[src/rtl/arg_num_accum.sv]
`default_nettype none
// ============================================================================
// Module      : arg_num_accum
// Description : Accumulates one signed decimal G-code argument from a stream
//               of ASCII characters and presents it as a MAX_ARG_BITS-wide
//               two's complement value with valid/overflow flags.
//               Optional build macro ARG_SATURATE_EN: overflowed arguments
//               saturate to the signed range limit instead of reading as 0.
// Revision    : 1.0 - initial release
// ============================================================================
module arg_num_accum #(
    parameter int MAX_ARG_BITS = 12,
    parameter int MAX_DIGITS   = 8
) (
    input  logic                    clk,
    input  logic                    reset,
    input  logic [7:0]              char_in,
    input  logic                    char_valid,
    output logic                    char_ready,
    output logic [MAX_ARG_BITS-1:0] num,
    output logic                    num_valid,
    input  logic                    num_ready,
    output logic                    is_valid,
    output logic                    overflow
);

    // Accumulator carries 4 spare bits so acc*10+digit never wraps before
    // the limit compare (acc itself never exceeds 2^(MAX_ARG_BITS-1)).
    localparam int c_ACC_W = MAX_ARG_BITS + 4;
    localparam int c_CNT_W = $clog2(MAX_DIGITS + 2);

    localparam logic [c_ACC_W-1:0] c_LIM_POS = c_ACC_W'((64'd1 << (MAX_ARG_BITS - 1)) - 64'd1);
    localparam logic [c_ACC_W-1:0] c_LIM_NEG = c_ACC_W'(64'd1 << (MAX_ARG_BITS - 1));
    localparam logic [c_CNT_W-1:0] c_CNT_MAX = c_CNT_W'(MAX_DIGITS);
    localparam logic [c_CNT_W-1:0] c_CNT_SAT = c_CNT_W'(MAX_DIGITS + 1);

    typedef enum logic [1:0] {
        IDLE      = 2'd0,
        SIGN_SEEN = 2'd1,
        DIGITS    = 2'd2,
        DONE      = 2'd3
    } state_t;

    state_t               r_state, w_state_nxt;
    logic [c_ACC_W-1:0]   r_acc,   w_acc_nxt;
    logic                 r_neg,   w_neg_nxt;
    logic                 r_ovf,   w_ovf_nxt;
    logic [c_CNT_W-1:0]   r_cnt,   w_cnt_nxt;
    logic                 r_run;

    logic                 w_xfer_in;
    logic                 w_is_digit;
    logic [c_ACC_W-1:0]   w_digit;
    logic [c_ACC_W-1:0]   w_limit;
    logic [c_ACC_W-1:0]   w_cand;
    logic                 w_digit_ovf;
    logic [MAX_ARG_BITS-1:0] w_mag;
    logic [MAX_ARG_BITS-1:0] w_sat;
    logic                 w_sat_en;

`ifdef ARG_SATURATE_EN
    assign w_sat_en = 1'b1;
`else
    assign w_sat_en = 1'b0;
`endif

    assign w_xfer_in  = char_valid & char_ready;
    assign w_is_digit = (char_in >= 8'h30) && (char_in <= 8'h39);
    assign w_digit    = {{(c_ACC_W-4){1'b0}}, char_in[3:0]};
    assign w_limit    = r_neg ? c_LIM_NEG : c_LIM_POS;
    // acc is zero before the first digit, so the same expression loads it.
    assign w_cand     = (r_acc << 3) + (r_acc << 1) + w_digit;
    assign w_digit_ovf = (r_cnt >= c_CNT_MAX) || (w_cand > w_limit);

    // Holds char_ready low until the first clock edge after reset release.
    always_ff @(posedge clk or negedge reset) begin
        if (!reset) r_run <= 1'b0;
        else        r_run <= 1'b1;
    end

    // State and datapath registers.
    always_ff @(posedge clk or negedge reset) begin
        if (!reset) begin
            r_state <= IDLE;
            r_acc   <= '0;
            r_neg   <= 1'b0;
            r_ovf   <= 1'b0;
            r_cnt   <= '0;
        end else begin
            r_state <= w_state_nxt;
            r_acc   <= w_acc_nxt;
            r_neg   <= w_neg_nxt;
            r_ovf   <= w_ovf_nxt;
            r_cnt   <= w_cnt_nxt;
        end
    end

    // Next-state and accumulator update for each consumed character.
    always_comb begin
        w_state_nxt = r_state;
        w_acc_nxt   = r_acc;
        w_neg_nxt   = r_neg;
        w_ovf_nxt   = r_ovf;
        w_cnt_nxt   = r_cnt;
        case (r_state)
            IDLE, SIGN_SEEN, DIGITS: begin
                if (w_xfer_in) begin
                    if (w_is_digit) begin
                        w_state_nxt = DIGITS;
                        if (r_cnt != c_CNT_SAT) w_cnt_nxt = r_cnt + 1'b1;
                        // Once overflowed, acc stays frozen; digits are
                        // still swallowed so the terminator is found.
                        if (r_ovf || w_digit_ovf) w_ovf_nxt = 1'b1;
                        else                      w_acc_nxt = w_cand;
                    end else if (r_state == IDLE) begin
                        if (char_in == 8'h2D) begin
                            w_neg_nxt   = 1'b1;
                            w_state_nxt = SIGN_SEEN;
                        end else if (char_in == 8'h2B) begin
                            w_state_nxt = SIGN_SEEN;
                        end
                    end else begin
                        w_state_nxt = DONE;
                    end
                end
            end
            DONE: begin
                if (num_ready) begin
                    w_state_nxt = IDLE;
                    w_acc_nxt   = '0;
                    w_neg_nxt   = 1'b0;
                    w_ovf_nxt   = 1'b0;
                    w_cnt_nxt   = '0;
                end
            end
            default: w_state_nxt = IDLE;
        endcase
    end

    assign w_mag = r_acc[MAX_ARG_BITS-1:0];
    assign w_sat = r_neg ? {1'b1, {(MAX_ARG_BITS-1){1'b0}}}
                         : {1'b0, {(MAX_ARG_BITS-1){1'b1}}};

    // Result presentation; everything reads zero outside DONE.
    always_comb begin
        char_ready = r_run && (r_state != DONE);
        num_valid  = (r_state == DONE);
        overflow   = 1'b0;
        is_valid   = 1'b0;
        num        = '0;
        if (r_state == DONE) begin
            overflow = r_ovf;
            if (r_cnt == '0) begin
                is_valid = 1'b0;
            end else if (r_ovf) begin
                is_valid = w_sat_en;
                num      = w_sat_en ? w_sat : '0;
            end else begin
                is_valid = 1'b1;
                num      = r_neg ? (~w_mag + 1'b1) : w_mag;
            end
        end
    end

endmodule
`default_nettype wire

[config.mk]
export PLATFORM = sky130hd
export DESIGN_NAME = arg_num_accum
export DESIGN_NICKNAME = d
export VERILOG_FILES = /design/src/rtl/arg_num_accum.sv
export SDC_FILE = /design/constraint.sdc
export NUM_CORES = 1
export LEC_CHECK = 0
export BUFFER_PORTS_ARGS = -buffer_cell sky130_fd_sc_hd__buf_2
export CORE_ASPECT_RATIO = 0.7
export CORE_MARGIN = 5
export CORE_UTILIZATION = 40
export DETAILED_ROUTE_END_ITERATION = 10
export PLACE_DENSITY = 0.62
export REMOVE_ABC_BUFFERS = 1
export SYNTH_ARGS = -nofsm -noshare
export SYNTH_HDL_FRONTEND = slang
export SYNTH_SLANG_ARGS = --single-unit
[constraint.sdc]
create_clock -name clk -period 6.1 [get_ports clk]
set_clock_uncertainty 0.05 [all_clocks]
set_input_delay 0.61 -clock clk [delete_from_list [all_inputs] [get_ports clk]]
set_output_delay 0.61 -clock clk [all_outputs]
set_load 0.005 [all_outputs]
Yosys cells after proc, flatten, opt, wreduce, memory -nomap -nowiden
Cells that the tools add are included.
Storage, ports and cells
  register bits after elaboration: 24
  output and inout port bits: 16
Operators by class
  muxes and demuxes: 36
  eq/ne operators: 17
  reductions and logical operators: 12
  $add $sub $neg: 4
  bitwise logic cells: 2
  $lt $le $gt $ge: 4
Operators with widths (count)
  $mux W12: 5
  $mux W15: 4
  $pmux W15 S2: 1
  $ne A2 B2 Y1 const B: 9
  $add A16 B16 Y16: 1
  $add A16 B4 Y16: 1
  $eq A8 B6 Y1 const B: 2
  $gt A16 B12 Y1: 1
  $mux W4: 4
  $add A12 B1 Y12 const B: 1
  $mux W1: 12
  $mux W2: 6
  $not A12 Y12: 1
  $reduce_and A4 Y1: 3
  $ge A8 B6 Y1 const B: 1
  $le A8 B6 Y1 const B: 1
  $pmux W4 S2: 1
  $ne A5 B5 Y1 const B: 1
  $reduce_and A5 Y1: 1
  $add A4 B1 Y4 const B: 1
  $eq A2 B2 Y1 const B: 2
  $ge A4 B4 Y1 const B: 1
  $logic_not A4 Y1: 1
  $ne A4 B4 Y1 const B: 1
  10 further kinds: 13

Depth between registers and ports, before layout
  word-level depth: 9
  depth in mapped cells: 20

Least setup slack after synthesis
OpenSTA, ideal clock, no wires.
  path kind: input-to-reg
  start point: input char_in[3]
  end point: register r_acc[3]
  slack: 1.522 ns
  library setup time: 0.126 ns
  stages: 19
  arrival time: 4.401 ns
  data required time: 5.924 ns
  path buffers: 1
  path through: inv_1 fa_1 inv_1 ha_1 a211oi_1 o21ai_0 and3_1 nor2_1 o21ai_0 xor2_1 ha_1 a21oi_1 o21ai_0 a2111oi_0 a21oi_1 nor4_1 nand4_1 buf_6 a311o_1
Between the ends
  cells in the longest elaborated chain, start to end: 6
Ends and longest elaborated chain
  start, declared: line 17  | input logic [7:0] char_in,
  $add A16 B4 Y16: line 72  | assign w_cand = (r_acc << 3) + (r_acc << 1) + w_digit;
  $gt A16 B12 Y1: line 73  | assign w_digit_ovf = (r_cnt >= c_CNT_MAX) || (w_cand > w_limit);
  $logic_or A1 B1 Y1: line 73
  $logic_or A1 B1 Y1: line 113  | if (r_ovf || w_digit_ovf) w_ovf_nxt = 1'b1;
  $ne A2 B2 Y1 (no source line)
  $reduce_and A4 Y1 (no source line)
  end signal, assigned: line 91  | r_acc <= w_acc_nxt;
  end, declared: line 45  | logic [c_ACC_W-1:0] r_acc, w_acc_nxt;
Several ways; a longest one is shown, not always the timed one. The select of a mux whose other input is x is not followed.
A chain may end at the register's enable or synchronous reset.

Final worst setup path
  start point: register r_acc[0]
  end point: register r_acc[0]
Between the ends
  cells in the longest elaborated chain, start to end: 7
Ends and longest elaborated chain (line)
  $add A16 B16 Y16: 72
  $add A16 B4 Y16: 72
  $gt A16 B12 Y1: 73
  $logic_or A1 B1 Y1: 73
  $logic_or A1 B1 Y1: 113
  $ne A2 B2 Y1 (no source line)
  $reduce_and A4 Y1 (no source line)
Every way passes these cells.

==> impl_metrics.env <==
export IMPL_cts_made_buffers=3
export IMPL_cp_start_kind="register"
export IMPL_synth_adder_area_share=0.223
export IMPL_setup_viol=0
export IMPL_ff2ff_path_depth=20
export IMPL_endpoint_kind="register"
export IMPL_hold_buffers=0
export IMPL_dieHeight_um=78.1
export IMPL_path_buf_inv=3
export IMPL_relSlewSlack=0.467
export IMPL_core_area_um2=6340
export IMPL_synthMuxAreaShare=0.0113
export IMPL_synth_area_leaders="dfrtp_1 (23%), ha_1 (21%), a21oi_1 (4.7%)"
export IMPL_antenna_found_initial=0
export IMPL_final_cell_mix="ha_1 (44), buf_2 (27), nand2_1 (26), a21oi_1 (25), nor2_1 (25)"
export IMPL_ctsLongestPathBuffers=2
export IMPL_finalCritPeriodShare=0.815
export IMPL_drc=0
export IMPL_dp_cells=423
export IMPL_cp_num_cells=20
export IMPL_cpMostUsedCell="o21ai_0"
export IMPL_syn_area_um2=2650
export IMPL_die_x_um=107
export IMPL_crit_chain="inv_1 -> fa_1 -> inv_1 -> ha_1 -> a211oi_1 -> o21ai_0 -> and3_1 -> nor2_1 -> o21ai_0 -> xor2_1 -> ha_1 -> a21oi_1 -> o21ai_0 -> a2111oi_0 -> a21oi_1 -> nor4_1 -> nand4_1 -> buf_4 -> a21o_1 -> a32o_1"
export IMPL_yosys_area_share_simple=0.193
export IMPL_fin_setup_tns_ns=0
export IMPL_grt_max_degree=25
export IMPL_async_flop_share=1.00
export IMPL_crit_required_ns=6.21
export IMPL_cts_tree="yes"
export IMPL_grt_pass1_wl_um=11300
export IMPL_crit_type="reg -> reg"
export IMPL_synth_seq_area_share=0.227
export IMPL_status="complete, no violations"
export IMPL_yosys_most_used_dff="dfrtp_1"
export IMPL_slowest_delay_ns=0.57
export IMPL_drive_above_1_share=0.110
export IMPL_initial_core_util=0.418
export IMPL_htreeDepth=1
export IMPL_drtIter0Drc=106
export IMPL_io_pins=28
export IMPL_firstDrtPassIters=4
export IMPL_reg2reg_slack_ns=1.13
export IMPL_gp_congestion=0.882
export IMPL_synth_edf_count=0
export IMPL_fin_crit_ns=4.97
export IMPL_dieArea_um2=8370
export IMPL_cts_resized=0
export IMPL_clk_pin_slew_ns=0.09
export IMPL_portBuffers=27
export IMPL_fmax_mhz=201
export IMPL_synth_seq_cells=24
export IMPL_worst_pin_slew_ns=0.800
export IMPL_path_max_fanout=21
export IMPL_rsz0062_at_grt="no"
export IMPL_diodes=0
export IMPL_synth_cell_types=52
export IMPL_vias=2336
export IMPL_synth_top_cell_area_share=0.227
export IMPL_syn_avg_cell_area_um2=8.40
export IMPL_dpl_hpwl_um=5240
export IMPL_synth_top_family_by_area="adder cells"
export IMPL_rows=24
export IMPL_hold_path_class="in -> async"
export IMPL_arrival_ns=5.09
export IMPL_fin_cells=426
export IMPL_clock_latency_ns=0.27
export IMPL_wl_um=6610
export IMPL_root_buffer="clkbuf_8"
export IMPL_detail_route_antenna_nets=0
export IMPL_netlist_instances=315
export IMPL_post_cts_setup_buffers=0
export IMPL_synth_compound_area_frac=0.221
export IMPL_synth_xor_xnor_area_share=0.0728
export IMPL_post_drt_via_cell_ratio=5.48
export IMPL_mostFrequentLayoutCell="ha_1"
export IMPL_synth_largest_area_cell="dfrtp_1"
export IMPL_critPathTopFamily="compound AO/OA/AOI/OAI gates"
export IMPL_grt_pass1_vias=2175
export IMPL_post_drt_wl_per_cell_um=15.5
export IMPL_slew_violations=0
export IMPL_grt_overflow_total=0
export IMPL_drv_cap=0
export IMPL_slowest_stage="fa_1"
export IMPL_cts_sinks=24
export IMPL_hold_viol_final=0
export IMPL_synthToLayoutAreaGrowth_pct=9.03
export IMPL_ys_warn_count=0
export IMPL_final_core_util=0.455
export IMPL_finalNetCount=395
export IMPL_track_usage=0.165
export IMPL_fill_cells=632
## final timing paths
kind                                              from                     end
worst min-delay path                             reset   r_acc[10]$_DFFE_PN0P_
worst min register to register  r_state[0]$_DFFE_PN0P_  r_state[0]$_DFFE_PN0P_
max in group asynchronous                        reset    r_acc[4]$_DFFE_PN0P_
worst max register to register    r_acc[0]$_DFFE_PN0P_    r_acc[0]$_DFFE_PN0P_
min in group clk                             num_ready    r_cnt[2]$_DFFE_PN0P_
worst max-delay path              r_acc[0]$_DFFE_PN0P_    r_acc[0]$_DFFE_PN0P_
## cell usage after synthesis, drive strengths merged, types with 2 or more instances
cell type,number
a211o,2
a211oi,2
a21boi,2
a21o,6
a21oi,25
a311o,5
a31oi,2
a32o,3
and2,5
and3,3
buf,5
clkbuf,6
dfrtp,24
fa,2
ha,44
inv,20
mux2i,3
nand2,26
nand2b,2
nand3,10
nand4,6
nor2,26
nor2b,8
nor3,6
nor4,3
o211ai,6
o21a,2
o21ai,16
o31ai,5
o41ai,3
or2,2
or3,2
xnor2,8
xor2,14
## cell families (layout without fill, tap and decap cells)
kind of cell / count (synthesis) / count (layout)
AND/OR/NAND/NOR: 103 / 103
flip-flops: 24 / 24
AO/OA/AOI/OAI: 85 / 85
multiplexers: 3 / 3
adder cells (fa/ha/maj): 46 / 46
buffers and inverters: 31 / 51
other: 1 / 1
XOR/XNOR: 22 / 22
## flip-flops by register name, indices dropped and copies added, names as in the netlist
| name | cells |
|---|---|
| r_acc | 15 |
| r_cnt | 4 |
| r_state | 2 |
| r_neg | 1 |
| r_ovf | 1 |
| r_run | 1 |
## cell type report
class	instances	area, um^2	area share
clock buffer	3	41.3	0.0143
inverter	20	75.1	0.0260
multi-input combinational	260	1910	0.663
sequential	24	601	0.208
tap	91	114	0.0395
timing repair buffer	28	143	0.0494
## worst register-to-register path, delay by kind of cell (launching register included)
family                   cells  cell delay (ns)
XOR/XNOR                     1             0.22
AND/OR/NAND/NOR              4             0.66
AO/OA/AOI/OAI                9             1.94
adder cells (fa/ha/maj)      3             1.18
buffers and inverters        3             0.40
flip-flops                   1             0.45
## metrics by stage
step / setup slack (ns) / hold slack (ns) / area [um^2]
after global routing: 0.446 / 0.312 / 2890
after floorplan: 1.05 / 0.264 / 2590
after global placement: 1.07 / 0.504 / 2840
final: 1.13 / 0.272 / 2890
after CTS: 1.13 / 0.282 / 2890
after detailed placement: 0.909 / 0.505 / 2840
## metal layers
| layer | part of all wire | wire length, um | vias up | track usage |
|---|---|---|---|---|
| li1 | - | - | 1196 | - |
| met4 | 0.0011 | 7 | 0 | 0.0115 |
| met5 | 0 | 0 | - | 0 |
| met2 | 0.40 | 2670 | 47 | 0.233 |
| met1 | 0.55 | 3660 | 1091 | 0.269 |
| met3 | 0.042 | 278 | 2 | 0.0270 |
Power is left out: the tool's default activity adds up to more than one toggle a clock period on the data nets, which glitch-free logic cannot reach.
